--- src/rtl/fft_pkg.sv ---
// Shared types for the R2SDF FFT front-end: fixed-point sample type and controller states.
package fft_pkg;

   typedef logic signed [31:0] fpt;

   localparam int FRAC_BITS = 16;

   localparam fpt FPT_IN_MAX = 32'sd32767;
   localparam fpt FPT_IN_MIN = -32'sd32768;
   localparam fpt FPT_SAT_HI = 32'sh7FFF_0000;
   localparam fpt FPT_SAT_LO = 32'sh8000_0000;

   typedef enum logic [1:0] {
      ST_IDLE  = 2'd0,
      ST_RUN   = 2'd1,
      ST_FLUSH = 2'd2
   } state_e;

endpackage

--- src/rtl/fpt_convert.sv ---
// Integer-to-Q16.16 conversion. Define R2SDF_CTRL_SAT_EN to clamp out-of-range inputs
// instead of letting the shift wrap.
module fpt_convert
   import fft_pkg::*;
(
   input  fpt   din_i,
   output fpt   dout_o,
   output logic sat_o
);

`ifdef R2SDF_CTRL_SAT_EN
   // Clamp to the largest representable integer part before shifting.
   always_comb begin
      if (din_i > FPT_IN_MAX) begin
         dout_o = FPT_SAT_HI;
         sat_o  = 1'b1;
      end else if (din_i < FPT_IN_MIN) begin
         dout_o = FPT_SAT_LO;
         sat_o  = 1'b1;
      end else begin
         dout_o = din_i << FRAC_BITS;
         sat_o  = 1'b0;
      end
   end
`else
   assign dout_o = din_i << FRAC_BITS;
   assign sat_o  = 1'b0;
`endif

endmodule

--- src/rtl/r2sdf_ctrl.sv ---
// Sample intake, stage-select and flush sequencer for a radix-2 SDF FFT pipeline.
// Conversion saturation is enabled with `define R2SDF_CTRL_SAT_EN (see fpt_convert).
module r2sdf_ctrl
   import fft_pkg::*;
#(
   parameter int LENGTH   = 8,
   parameter int LOG2_LEN = 3
) (
   input  logic                clk,
   input  logic                rst_n,
   input  logic                in_valid,
   output logic                in_ready,
   input  logic [31:0]         in_data,
   output logic                dp_valid,
   output logic [31:0]         dp_data,
   output logic [LOG2_LEN-1:0] bf_sel,
   output logic                out_valid,
   output logic                out_last,
   output logic                sat_flag
);

   localparam logic [LOG2_LEN-1:0] LAST_IDX  = LOG2_LEN'(LENGTH - 1);
   localparam logic [LOG2_LEN-1:0] FLUSH_END = LOG2_LEN'(LENGTH - 2);
   localparam logic [LOG2_LEN-1:0] ONE       = LOG2_LEN'(1);

   state_e              state_q, state_d;
   logic [LOG2_LEN-1:0] cnt_q, cnt_d, fill_q, fill_d, oidx_q, oidx_d;
   logic [LOG2_LEN-1:0] bf_sel_q, bf_sel_d, cnt_rev_s;
   fpt                  dp_data_q, dp_data_d, conv_s;
   logic                dp_valid_q, dp_valid_d, out_valid_q, out_valid_d;
   logic                out_last_q, out_last_d, sat_q, sat_d;
   logic                in_ready_s, inject_s, accept_s, advance_s, flush_done_s, conv_sat_s;

   fpt_convert u_conv (
      .din_i  (in_data),
      .dout_o (conv_s),
      .sat_o  (conv_sat_s)
   );

   assign accept_s     = in_valid & in_ready_s;
   assign advance_s    = accept_s | inject_s;
   // Flush reuses cnt: it restarts at 0 on the frame boundary, so LENGTH-1 injects end at LENGTH-2.
   assign flush_done_s = inject_s & (cnt_q == FLUSH_END);

   always_ff @(posedge clk or negedge rst_n) begin
      if (!rst_n) begin
         state_q <= ST_IDLE;
      end else begin
         state_q <= state_d;
      end
   end

   always_comb begin
      state_d = state_q;
      case (state_q)
         ST_IDLE:  if (accept_s) state_d = ST_RUN; else state_d = ST_IDLE;
         ST_RUN:   if (!accept_s && (cnt_q == '0)) state_d = ST_FLUSH; else state_d = ST_RUN;
         ST_FLUSH: if (flush_done_s) state_d = ST_IDLE; else state_d = ST_FLUSH;
         default:  state_d = ST_IDLE;
      endcase
   end

   always_comb begin
      in_ready_s = 1'b1;
      inject_s   = 1'b0;
      case (state_q)
         ST_FLUSH: begin
            in_ready_s = 1'b0;
            inject_s   = 1'b1;
         end
         default: begin
            in_ready_s = 1'b1;
            inject_s   = 1'b0;
         end
      endcase
   end

   // Stage s takes its select from counter bit LOG2_LEN-1-s.
   always_comb begin
      cnt_rev_s = '0;
      for (int s = 0; s < LOG2_LEN; s++) begin
         cnt_rev_s[s] = cnt_q[LOG2_LEN-1-s];
      end
   end

   always_comb begin
      cnt_d       = cnt_q;
      fill_d      = fill_q;
      oidx_d      = oidx_q;
      bf_sel_d    = bf_sel_q;
      dp_data_d   = dp_data_q;
      dp_valid_d  = advance_s;
      out_valid_d = advance_s & (fill_q == LAST_IDX);
      out_last_d  = out_valid_d & (oidx_q == LAST_IDX);
      sat_d       = sat_q | (accept_s & conv_sat_s);
      if (advance_s) begin
         cnt_d     = cnt_q + ONE;
         fill_d    = (fill_q == LAST_IDX) ? fill_q : fill_q + ONE;
         oidx_d    = out_valid_d ? oidx_q + ONE : oidx_q;
         bf_sel_d  = cnt_rev_s;
         dp_data_d = accept_s ? conv_s : '0;
      end else begin
         cnt_d = cnt_q;
      end
      if (flush_done_s) begin
         cnt_d  = '0;
         fill_d = '0;
         oidx_d = '0;
      end else begin
         fill_d = fill_d;
      end
   end

   always_ff @(posedge clk or negedge rst_n) begin
      if (!rst_n) begin
         cnt_q       <= '0;
         fill_q      <= '0;
         oidx_q      <= '0;
         bf_sel_q    <= '0;
         dp_data_q   <= '0;
         dp_valid_q  <= 1'b0;
         out_valid_q <= 1'b0;
         out_last_q  <= 1'b0;
         sat_q       <= 1'b0;
      end else begin
         cnt_q       <= cnt_d;
         fill_q      <= fill_d;
         oidx_q      <= oidx_d;
         bf_sel_q    <= bf_sel_d;
         dp_data_q   <= dp_data_d;
         dp_valid_q  <= dp_valid_d;
         out_valid_q <= out_valid_d;
         out_last_q  <= out_last_d;
         sat_q       <= sat_d;
      end
   end

   assign in_ready  = in_ready_s;
   assign dp_valid  = dp_valid_q;
   assign dp_data   = dp_data_q;
   assign bf_sel    = bf_sel_q;
   assign out_valid = out_valid_q;
   assign out_last  = out_last_q;
   assign sat_flag  = sat_q;

endmodule
--- config.mk ---
export PLATFORM = sky130hd
export DESIGN_NAME = r2sdf_ctrl
export DESIGN_NICKNAME = d
export VERILOG_FILES = /design/src/rtl/fft_pkg.sv /design/src/rtl/fpt_convert.sv /design/src/rtl/r2sdf_ctrl.sv
export SDC_FILE = /design/constraint.sdc
export NUM_CORES = 1
export LEC_CHECK = 0
export BUFFER_PORTS_ARGS = -buffer_cell sky130_fd_sc_hd__buf_4
export CAP_MARGIN = 20
export CORE_MARGIN = 2
export CORE_UTILIZATION = 50
export CTS_CLUSTER_DIAMETER = 80
export DETAILED_ROUTE_END_ITERATION = 10
export PLACE_DENSITY = 0.85
export SLEW_MARGIN = 40
export SYNTH_ARGS = -nofsm -noshare
export SYNTH_HDL_FRONTEND = slang
export SYNTH_SLANG_ARGS = --single-unit
--- constraint.sdc ---
create_clock -name clk -period 4.3 [get_ports clk]
set_clock_uncertainty 0.2 [all_clocks]
set_input_delay 0.86 -clock clk [delete_from_list [all_inputs] [get_ports clk]]
set_output_delay 0.86 -clock clk [all_outputs]
set_load 0.02 [all_outputs]
==> out/results.tsv <==
metric	value	unit
yosys_warnings	0	
dr.pass1.iters	4	
hp-class	in2async	
met1_usage	20.0	%
met2_usage	30.4	%
synth_top_area_share	51.0	%
wl_per_cell	13.1	µm
ys_ff_latch	33	
vias	1082	
synth_xor_xnor_area_share	0	%
ys.flop_type	dfrtp_1	
rsz0062_at_grt	false	
die_width	60.9	µm
drt_wl_total	2.94	mm
crit_path_max_incr_delay	0.46	ns
initialDrtViolationCount	24	
num_antenna_cells	0	
die_h	60.9	µm
start_util	52.6	%
postCtsSetupBuffers	0	
cts_root_buf	clkbuf_4	
hpwl	2.19	mm
worst_setup_path_start_kind	register	
cts_tree	yes	
drive_above_1_share	31.5	%
cts_sinks	33	
grt_remaining_overflow	0	
worstPathArrival	1.51	ns
grtUsageMet3	7.04	%
fin_util	63.9	%
yosys.cell_types.count	30	
critical_path_buf_inv_count	2	
placement_rows	20	
antenna_found_initial	0	
globalplace.congestion	0.800	
status	finished clean	
io_buffer_count	41	
final_antenna_net_count	0	
cts_buffers	5	
synth_compound_area_share	7.88	%
syn_to_final_growth	21.3	%
synthSimpleGateAreaFrac	10.2	%
crit_path_top_delay_cell	and2b_4	
grt_pass1_vias	1060	
clkLatencyLatePin	0.33	ns
crit_family	simple AND/OR/NAND/NOR gates	
tns	0	ns
maxCapViolCount	0	
nets	222	
syn_avg_cell_area	11.8	µm²
die_area	0.00371	mm²
syn-instance-count	137	
p_leak	1.03	nW
required	3.24	ns
vias_per_cell	4.81	
clockBufferDepth	2	
cts.clk_slew.worst_paths	0.10	ns
power	0.00107	W
peakVddDrop	0.000325	V
synth_top_family_by_area	multiplexers	
fmax	390	MHz
timing.final.crit_period	2.57	ns
grt.busiest_layer	met2	
cts_max_level	2	
setup_viol	0	
synth_commonest_cells	33 x dfrtp_1, 20 x mux2i_1, 19 x buf_4	
ys_seq_area_share	51.0	%
grt_pass1_wl	4.69	mm
cts_resized	0	
grt.total_usage	17.7	%
synth.most_common_cell	dfrtp_1	
synth.cell_area	0.00162	mm²
synth-edff-count	0	
ys_async_sr_fraction	100	%
fin_crit_sh	59.7	%
slew_violations	0	
drc	0	
core	0.00308	mm²
hold_viol	0	
synthMuxAreaShare	13.7	%
yosys.area_share.adder	5.41	%
synth_top_area_cell	dfrtp_1	
crit_chain	and2b_4, inv_4, buf_4	
grt_max_degree	34	
p_per_area	546	mW/mm²
ys_top_cells_by_area	dfrtp_1 51%, mux2i_1 12%, buf_4 8.8%	
cts_hold_buf	0	
ios	75	
path_max_fanout	21	
crit_type	reg2out	
cp-end-kind	output pin	
metrics by stage:
step | setup slack (ns) | instance area, µm² | hold WS, ns | instances
6_report | 1.73 | 1970 | 0.251 | 225
3_3_place_gp | 2.13 | 1880 | 0.270 | 217
3_5_place_dp | 2.11 | 1880 | 0.296 | 217
2_1_floorplan | 2.47 | 1680 | 0.257 | 153
4_1_cts | 1.72 | 1970 | 0.244 | 225
5_1_grt | 1.63 | 1970 | 0.251 | 225
where the power goes:
group | switching [W] | internal [W] | total [W]
Clock | 0.000100 | 0.000139 | 0.000239
Combinational | 0.000202 | 0.000171 | 0.000373
Sequential | 0.0000617 | 0.000400 | 0.000461
Total | 0.000364 | 0.000709 | 0.00107
final timing paths:
path	startpoint	end	slack, ns	cells past startpoint
hold reg to reg	state_q[1]	state_q[0]	0.31	1
min in group clk	state_q[1]	state_q[0]	0.31	1
hold / removal	rst_n	dp_data[22]	0.25	1
max in group asynchronous	rst_n	cnt_q[0]	3.36	1
setup reg to reg	state_q[0]	fill_q[1]	2.61	4
setup / recovery	state_q[0]	in_ready	1.73	3
layout by cell type, fill, tap and decap left out, types with 3 or more instances in the layout:
master	n
buf_4	41
dfrtp_1	33
mux2i_1	20
conb_1	17
nor2_1	16
ha_1	7
nand2_1	6
inv_1	5
clkbuf_4	5
o21ai_0	3
cell type report:
type / count / area, µm²
clock buffer: 7 / 55.1
clock inverter: 1 / 30.0
fill: 262 / 1110
inverter: 6 / 25.0
multi-input combinational: 93 / 667
sequential: 33 / 826
tap: 44 / 55.1
timing repair buffer: 41 / 308
registers in the layout, summed over array words and instances, names as in the netlist:
name / cells
fill_q: 3
dp_valid: 1
out_last: 1
out_valid: 1
oidx_q: 3
bf_sel: 3
state_q: 2
dp_data: 16
cnt_q: 3
cell families after synthesis:
family,count (synthesis)
and+or+nand+nor,33
DFF,33
buffers and inverters,27
muxes,22
AOI/OAI and AO/OA,14
adders and majority gates,7
other,1
routing by layer:
layer,up-vias,wire length [µm]
met2,40,1430
met4,0,51
met1,518,1230
li1,518,-
met3,6,232
met5,-,0
No activity file was read; power rests on OpenSTA's default activity.
